### src/rtl/mem_access_unit.sv
// mem_access_unit: byte/half/word load-store front end driving a word-wide DataMemory.
// Define MAU_STATS_EN to add saturating load/store/error completion counters.
module mem_access_unit #(
    parameter int ADDR_WIDTH = 7
) (
    input  logic        clk_i,
    input  logic        reset_i,
    input  logic        req_i,
    input  logic        is_store_i,
    input  logic [1:0]  size_i,
    input  logic        sign_ext_i,
    input  logic [31:0] addr_i,
    input  logic [31:0] wdata_i,
    output logic        ready_o,
    output logic        done_o,
    output logic        err_o,
    output logic [31:0] load_data_o,
    output logic [31:0] mem_daddr_o,
    output logic [31:0] mem_data_in_o,
    output logic        mem_rd_n_o,
    output logic        mem_wr_n_o,
`ifdef MAU_STATS_EN
    output logic [15:0] load_cnt_o,
    output logic [15:0] store_cnt_o,
    output logic [15:0] err_cnt_o,
`endif
    input  logic [31:0] mem_data_out_i
);
    localparam logic [2:0] IDLE = 3'd0, READ = 3'd1, WRITE = 3'd2, DONE = 3'd3, ERR = 3'd4;
    logic [2:0]  state_q, state_d;
    logic        is_store_q, sext_q, rd_n_q, wr_n_q, bad;
    logic [1:0]  size_q, off_q;
    logic [4:0]  sh;
    logic [31:0] wdata_q, load_data_q, daddr_q, data_in_q, lane, mask, load_val, merged;
    always_comb begin
        bad = size_i == 2'b11 || (size_i == 2'b01 && addr_i[0]) ||
              (size_i == 2'b10 && addr_i[1:0] != 2'b00) || addr_i[31:ADDR_WIDTH] != '0;
        state_d = state_q == IDLE ? (!req_i ? IDLE : bad ? ERR :
                                     (is_store_i && size_i == 2'b10) ? WRITE : READ) :
                  state_q == READ ? (is_store_q ? WRITE : DONE) :
                  state_q == WRITE ? DONE : IDLE;
        // big-endian lanes: byte offset k sits at bits [31-8k -: 8]
        sh = size_q[1] ? 5'd0 : size_q[0] ? {~off_q[1], 4'b0} : {~off_q, 3'b0};
        lane = mem_data_out_i >> sh;
        mask = size_q[1] ? 32'hFFFF_FFFF : size_q[0] ? 32'h0000_FFFF : 32'h0000_00FF;
        load_val = size_q[1] ? lane :
                   size_q[0] ? {{16{sext_q & lane[15]}}, lane[15:0]} :
                               {{24{sext_q & lane[7]}}, lane[7:0]};
        merged = (mem_data_out_i & ~(mask << sh)) | ((wdata_q & mask) << sh);
    end
    always_ff @(posedge clk_i or posedge reset_i) begin
        if (reset_i) begin
            state_q     <= IDLE;
            is_store_q  <= 1'b0;
            sext_q      <= 1'b0;
            size_q      <= 2'b00;
            off_q       <= 2'b00;
            wdata_q     <= '0;
            load_data_q <= '0;
            daddr_q     <= '0;
            data_in_q   <= '0;
            rd_n_q      <= 1'b1;
            wr_n_q      <= 1'b1;
        end else begin
            state_q <= state_d;
            rd_n_q  <= state_d != READ;
            wr_n_q  <= state_d != WRITE;
            if (state_q == IDLE && req_i) begin
                is_store_q <= is_store_i;
                sext_q     <= sign_ext_i;
                size_q     <= size_i;
                off_q      <= addr_i[1:0];
                wdata_q    <= wdata_i;
                if (!bad) daddr_q <= {{(34 - ADDR_WIDTH){1'b0}}, addr_i[ADDR_WIDTH-1:2]};
            end
            if (state_q == READ && !is_store_q) load_data_q <= load_val;
            if (state_d == WRITE) data_in_q <= state_q == READ ? merged : wdata_i;
        end
    end
    assign ready_o       = state_q == IDLE && !reset_i;
    assign done_o        = state_q == DONE || state_q == ERR;
    assign err_o         = state_q == ERR;
    assign load_data_o   = load_data_q;
    assign mem_daddr_o   = daddr_q;
    assign mem_data_in_o = data_in_q;
    assign mem_rd_n_o    = rd_n_q;
    assign mem_wr_n_o    = wr_n_q;
`ifdef MAU_STATS_EN
    logic [15:0] load_cnt_q, store_cnt_q, err_cnt_q;
    always_ff @(posedge clk_i or posedge reset_i) begin
        if (reset_i) begin
            load_cnt_q  <= '0;
            store_cnt_q <= '0;
            err_cnt_q   <= '0;
        end else begin
            if (state_q == ERR && err_cnt_q != 16'hFFFF) err_cnt_q <= err_cnt_q + 16'd1;
            if (state_q == DONE && is_store_q && store_cnt_q != 16'hFFFF) store_cnt_q <= store_cnt_q + 16'd1;
            if (state_q == DONE && !is_store_q && load_cnt_q != 16'hFFFF) load_cnt_q <= load_cnt_q + 16'd1;
        end
    end
    assign load_cnt_o  = load_cnt_q;
    assign store_cnt_o = store_cnt_q;
    assign err_cnt_o   = err_cnt_q;
`endif
endmodule
### config.mk
export PLATFORM = sky130hd
export DESIGN_NAME = mem_access_unit
export DESIGN_NICKNAME = d
export VERILOG_FILES = /design/src/rtl/mem_access_unit.sv
export SDC_FILE = /design/constraint.sdc
export NUM_CORES = 1
export LEC_CHECK = 0
export CORE_MARGIN = 1.5
export CORE_UTILIZATION = 48
export DETAILED_ROUTE_END_ITERATION = 8
export DONT_BUFFER_PORTS = 1
export PLACE_DENSITY_LB_ADDON = 0.1
export SLEW_MARGIN = 20
export SYNTH_ARGS = -nofsm -noshare
export SYNTH_HDL_FRONTEND = slang
export SYNTH_SLANG_ARGS = --single-unit
export TNS_END_PERCENT = 20
### constraint.sdc
create_clock -name clk_i -period 6.5 [get_ports clk_i]
set_clock_uncertainty 0.2 [all_clocks]
set_input_delay 1.95 -clock clk_i [delete_from_list [all_inputs] [get_ports clk_i]]
set_output_delay 1.95 -clock clk_i [all_outputs]
set_load 0.1 [all_outputs]
==> qor.csv <==
stage,metric,value,unit
worst_setup_path,cp_cell_sequence,nor4_4 > buf_4,
grt,grt-ovfl-total,0,
yosys,synth_top_cell_by_area,dfrtp_1,
route,wl_per_cell,21.0,µm
power,ir_drop,0.148,mV
clock_network,clk_latency,0.34,ns
timing,timing.setup.tns,0,ns
timing,rsz0062_at_grt,false,
clock_network,cts_root_buf,clkbuf_16,
route,drt-initial-drc-count,477,
route,vias,4660,
yosys,synth_area_leaders,"dfrtp_1 (46%), nand2_1 (12%), mux2_4 (7.2%), o21ai_0 (3.6%), buf_4 (3.5%)",
clock_network,postCtsHoldBufs,0,
power,combPwrFrac,0.200,
clock_network,path_clk_slew,0.07,ns
power,clock_power_share,0.337,
yosys,synth_flop_cell,dfrtp_1,
route,dr.pass1.iters,7,
hold_path,hp-class,reg -> reg,
grt,grt_pass1_wl,25.7,mm
yosys,syn_inst,645,
placed_design,gp_congestion,0.837,
worst_setup_path,endpoint_kind,output pin,
worst_setup_path,rrSetupSlack,3.24,ns
worst_setup_path,slowest_stage,buf_4,
worst_setup_path,crit_type,in -> out,
final_layout,final_cell_count_no_fill,796,
final_layout,num-nets-final,726,
hold_path,min_from,wdata_q[16],
clock_network,htreeDepth,3,
clock_network,cts_resized,0,
die,die_area,13300,µm²
timing,slew_violations,0,
die,die_w,115,µm
worst_setup_path,reg2reg_depth,5,
worst_setup_path,start_kind,input port,
timing,setup_violations,0,
clock_network,cts_tree,built,
yosys,synth.distinct_cells,45,
clock_network,numCtsBuffers,9,
yosys,synth-seq-cells,112,
route,viasPerCell,5.85,
yosys,netlist.area_leader.share,0.455,
die,initial_utilization,0.497,
timing,max_freq,220,MHz
worst_setup_path,path_buf_inv,1,
die,std_cell_rows,40,
final_layout,area_delta_synth_final,5.38,%
yosys,syn_area,6050,µm²
timing,fin_crit_sh,0.700,
hold_path,hold_path_end,wdata_q[16],
die,ioPinCount,204,
placed_design,port_buffers,0,
status,status,finished clean,
die,die_y,115,µm
placed_design,hpwlAfterDp,12.3,mm
timing,finalHoldViolCount,0,
power,intPower,1.14,mW
grt,grt_pass1_vias,4652,
timing,tightest_slew,1.01,ns
yosys,synthTopCellsByCount,"nand2_1 (198), dfrtp_1 (110), o21ai_0 (44), nand3_1 (40), clkbuf_1 (30)",
grt,antenna_found_initial,0,
power,switchingPower,0.523,mW
yosys,synthArstFlopShare,1.00,
route,ant_nets,0,
yosys,postSynthAreaPerCell,9.38,µm²
grt,grt_max_degree,70,
worst_setup_path,crit_family,buffers and inverters,
power,p_sw_frac,0.315,
power,power_density,261,nW/µm²
timing,fin_crit,4.55,ns
worst_setup_path,slowest_delay,0.33,ns
yosys,synth-edff-count,0,
final_layout,antenna_cells,0,
clock_network,postCtsSetupBuffers,0,
power,leakagePower,3.19,nW
route,drc,0,
placed_design,dp.cells,780,
yosys,synth_most_common_cell,nand2_1,
yosys,synth-seq-area-share,0.464,
worst_setup_path,arrival,2.40,ns
final_layout,drive_above_1_share,0.135,
worst_setup_path,reg2reg_from,size_q[0],
yosys,yosysWarnings,0,
hold_path,hold_depth,2,
timing,slew_headroom,0.329,
clock_network,ctsLongestPathBuffers,2,
grt,grt_usage,0.255,
worst_setup_path,cp.required,4.35,ns
power,seqPwrFrac,0.462,
route,drt-total-wl,16.7,mm
flow_run,cap_violations,0,
die,coreArea,12200,µm²
worst_setup_path,r2r_end,load_data_o[11],
worst_setup_path,cp_max_fo,2,
clock_network,cts.sink_count,112,
## power groups by stage
stage	logic [mW]	registers (mW)	clock network, mW
2_1_floorplan	0.293	0.760	0
3_3_place_gp	0.329	0.779	0
3_5_place_dp	0.332	0.781	0
4_1_cts	0.333	0.767	0.570
5_1_grt	0.364	0.772	0.599
6_report	0.333	0.768	0.560
## layout by cell type (no fill, tap or decap), types with 15 or more instances in the layout
cell type / Yosys / layout
a222oi_1: 16 / 16
a22o_1: 22 / 22
conb_1: 1 / 27
dfrtp_1: 110 / 110
mux2_2: 16 / 16
mux2_4: 29 / 29
mux2i_1: 16 / 16
nand2_1: 198 / 198
nand3_1: 40 / 40
nor2_1: 15 / 15
o21ai_0: 44 / 44
## metal layers
| layer | GRT usage | up-vias | share of wire |
|---|---|---|---|
| met5 | 0 | - | 0 |
| met4 | 0.0716 | 0 | 0.018 |
| met3 | 0.0622 | 25 | 0.097 |
| met2 | 0.414 | 260 | 0.47 |
| met1 | 0.342 | 2230 | 0.42 |
| li1 | - | 2145 | - |
## worst max path at each step
stage / cells past startpoint / startpoint / slack [ns] / end
finish: 2 / reset_i / 1.95 / ready_o
global route: 2 / reset_i / 1.91 / ready_o
CTS: 2 / reset_i / 1.95 / ready_o
detailed placement: 2 / reset_i / 1.96 / ready_o
global placement: 2 / reset_i / 1.96 / ready_o
floorplan: 3 / state_q[1] / 0.67 / done_o
## layout make-up
class                   instances  area [µm²]
flip-flops and latches        112        2810
clock inverters                 3        42.5
clock buffers                  13         250
repair buffers                 10        92.6
multi-input cells             484        2950
inverters                       6        25.0
fillers                      1141        5790
well taps                     168         210
## registers in the layout, indices dropped and copies added (netlist names)
name / cells
is_store_q: 1
load_data_o: 32
mem_daddr_o: 5
mem_data_in_o: 32
mem_rd_n_o: 1
mem_wr_n_o: 1
off_q: 2
sext_q: 1
size_q: 2
state_q: 3
wdata_q: 32
## cell families after synthesis
group	after synthesis	share of synthesized area
other cells	1	0.000620
xor+xnor	1	0.00145
compound gates	112	0.137
mux	61	0.128
flops	112	0.464
buf+inv	75	0.0693
simple gates	283	0.200
## per-stage QoR
stage	setup slack, ns	area (µm²)	hold slack [ns]	utilization	power [mW]
final	1.95	6370	0.278	0.524	1.66
after floorplan	0.675	6150	0.245	-	1.05
after CTS	1.95	6370	0.280	0.524	1.67
after global placement	1.96	6080	0.256	0.500	1.11
after global routing	1.91	6370	0.299	0.524	1.73
after detailed placement	1.96	6080	0.262	0.500	1.11
Note: power is estimated with default switching activity, not from simulation.
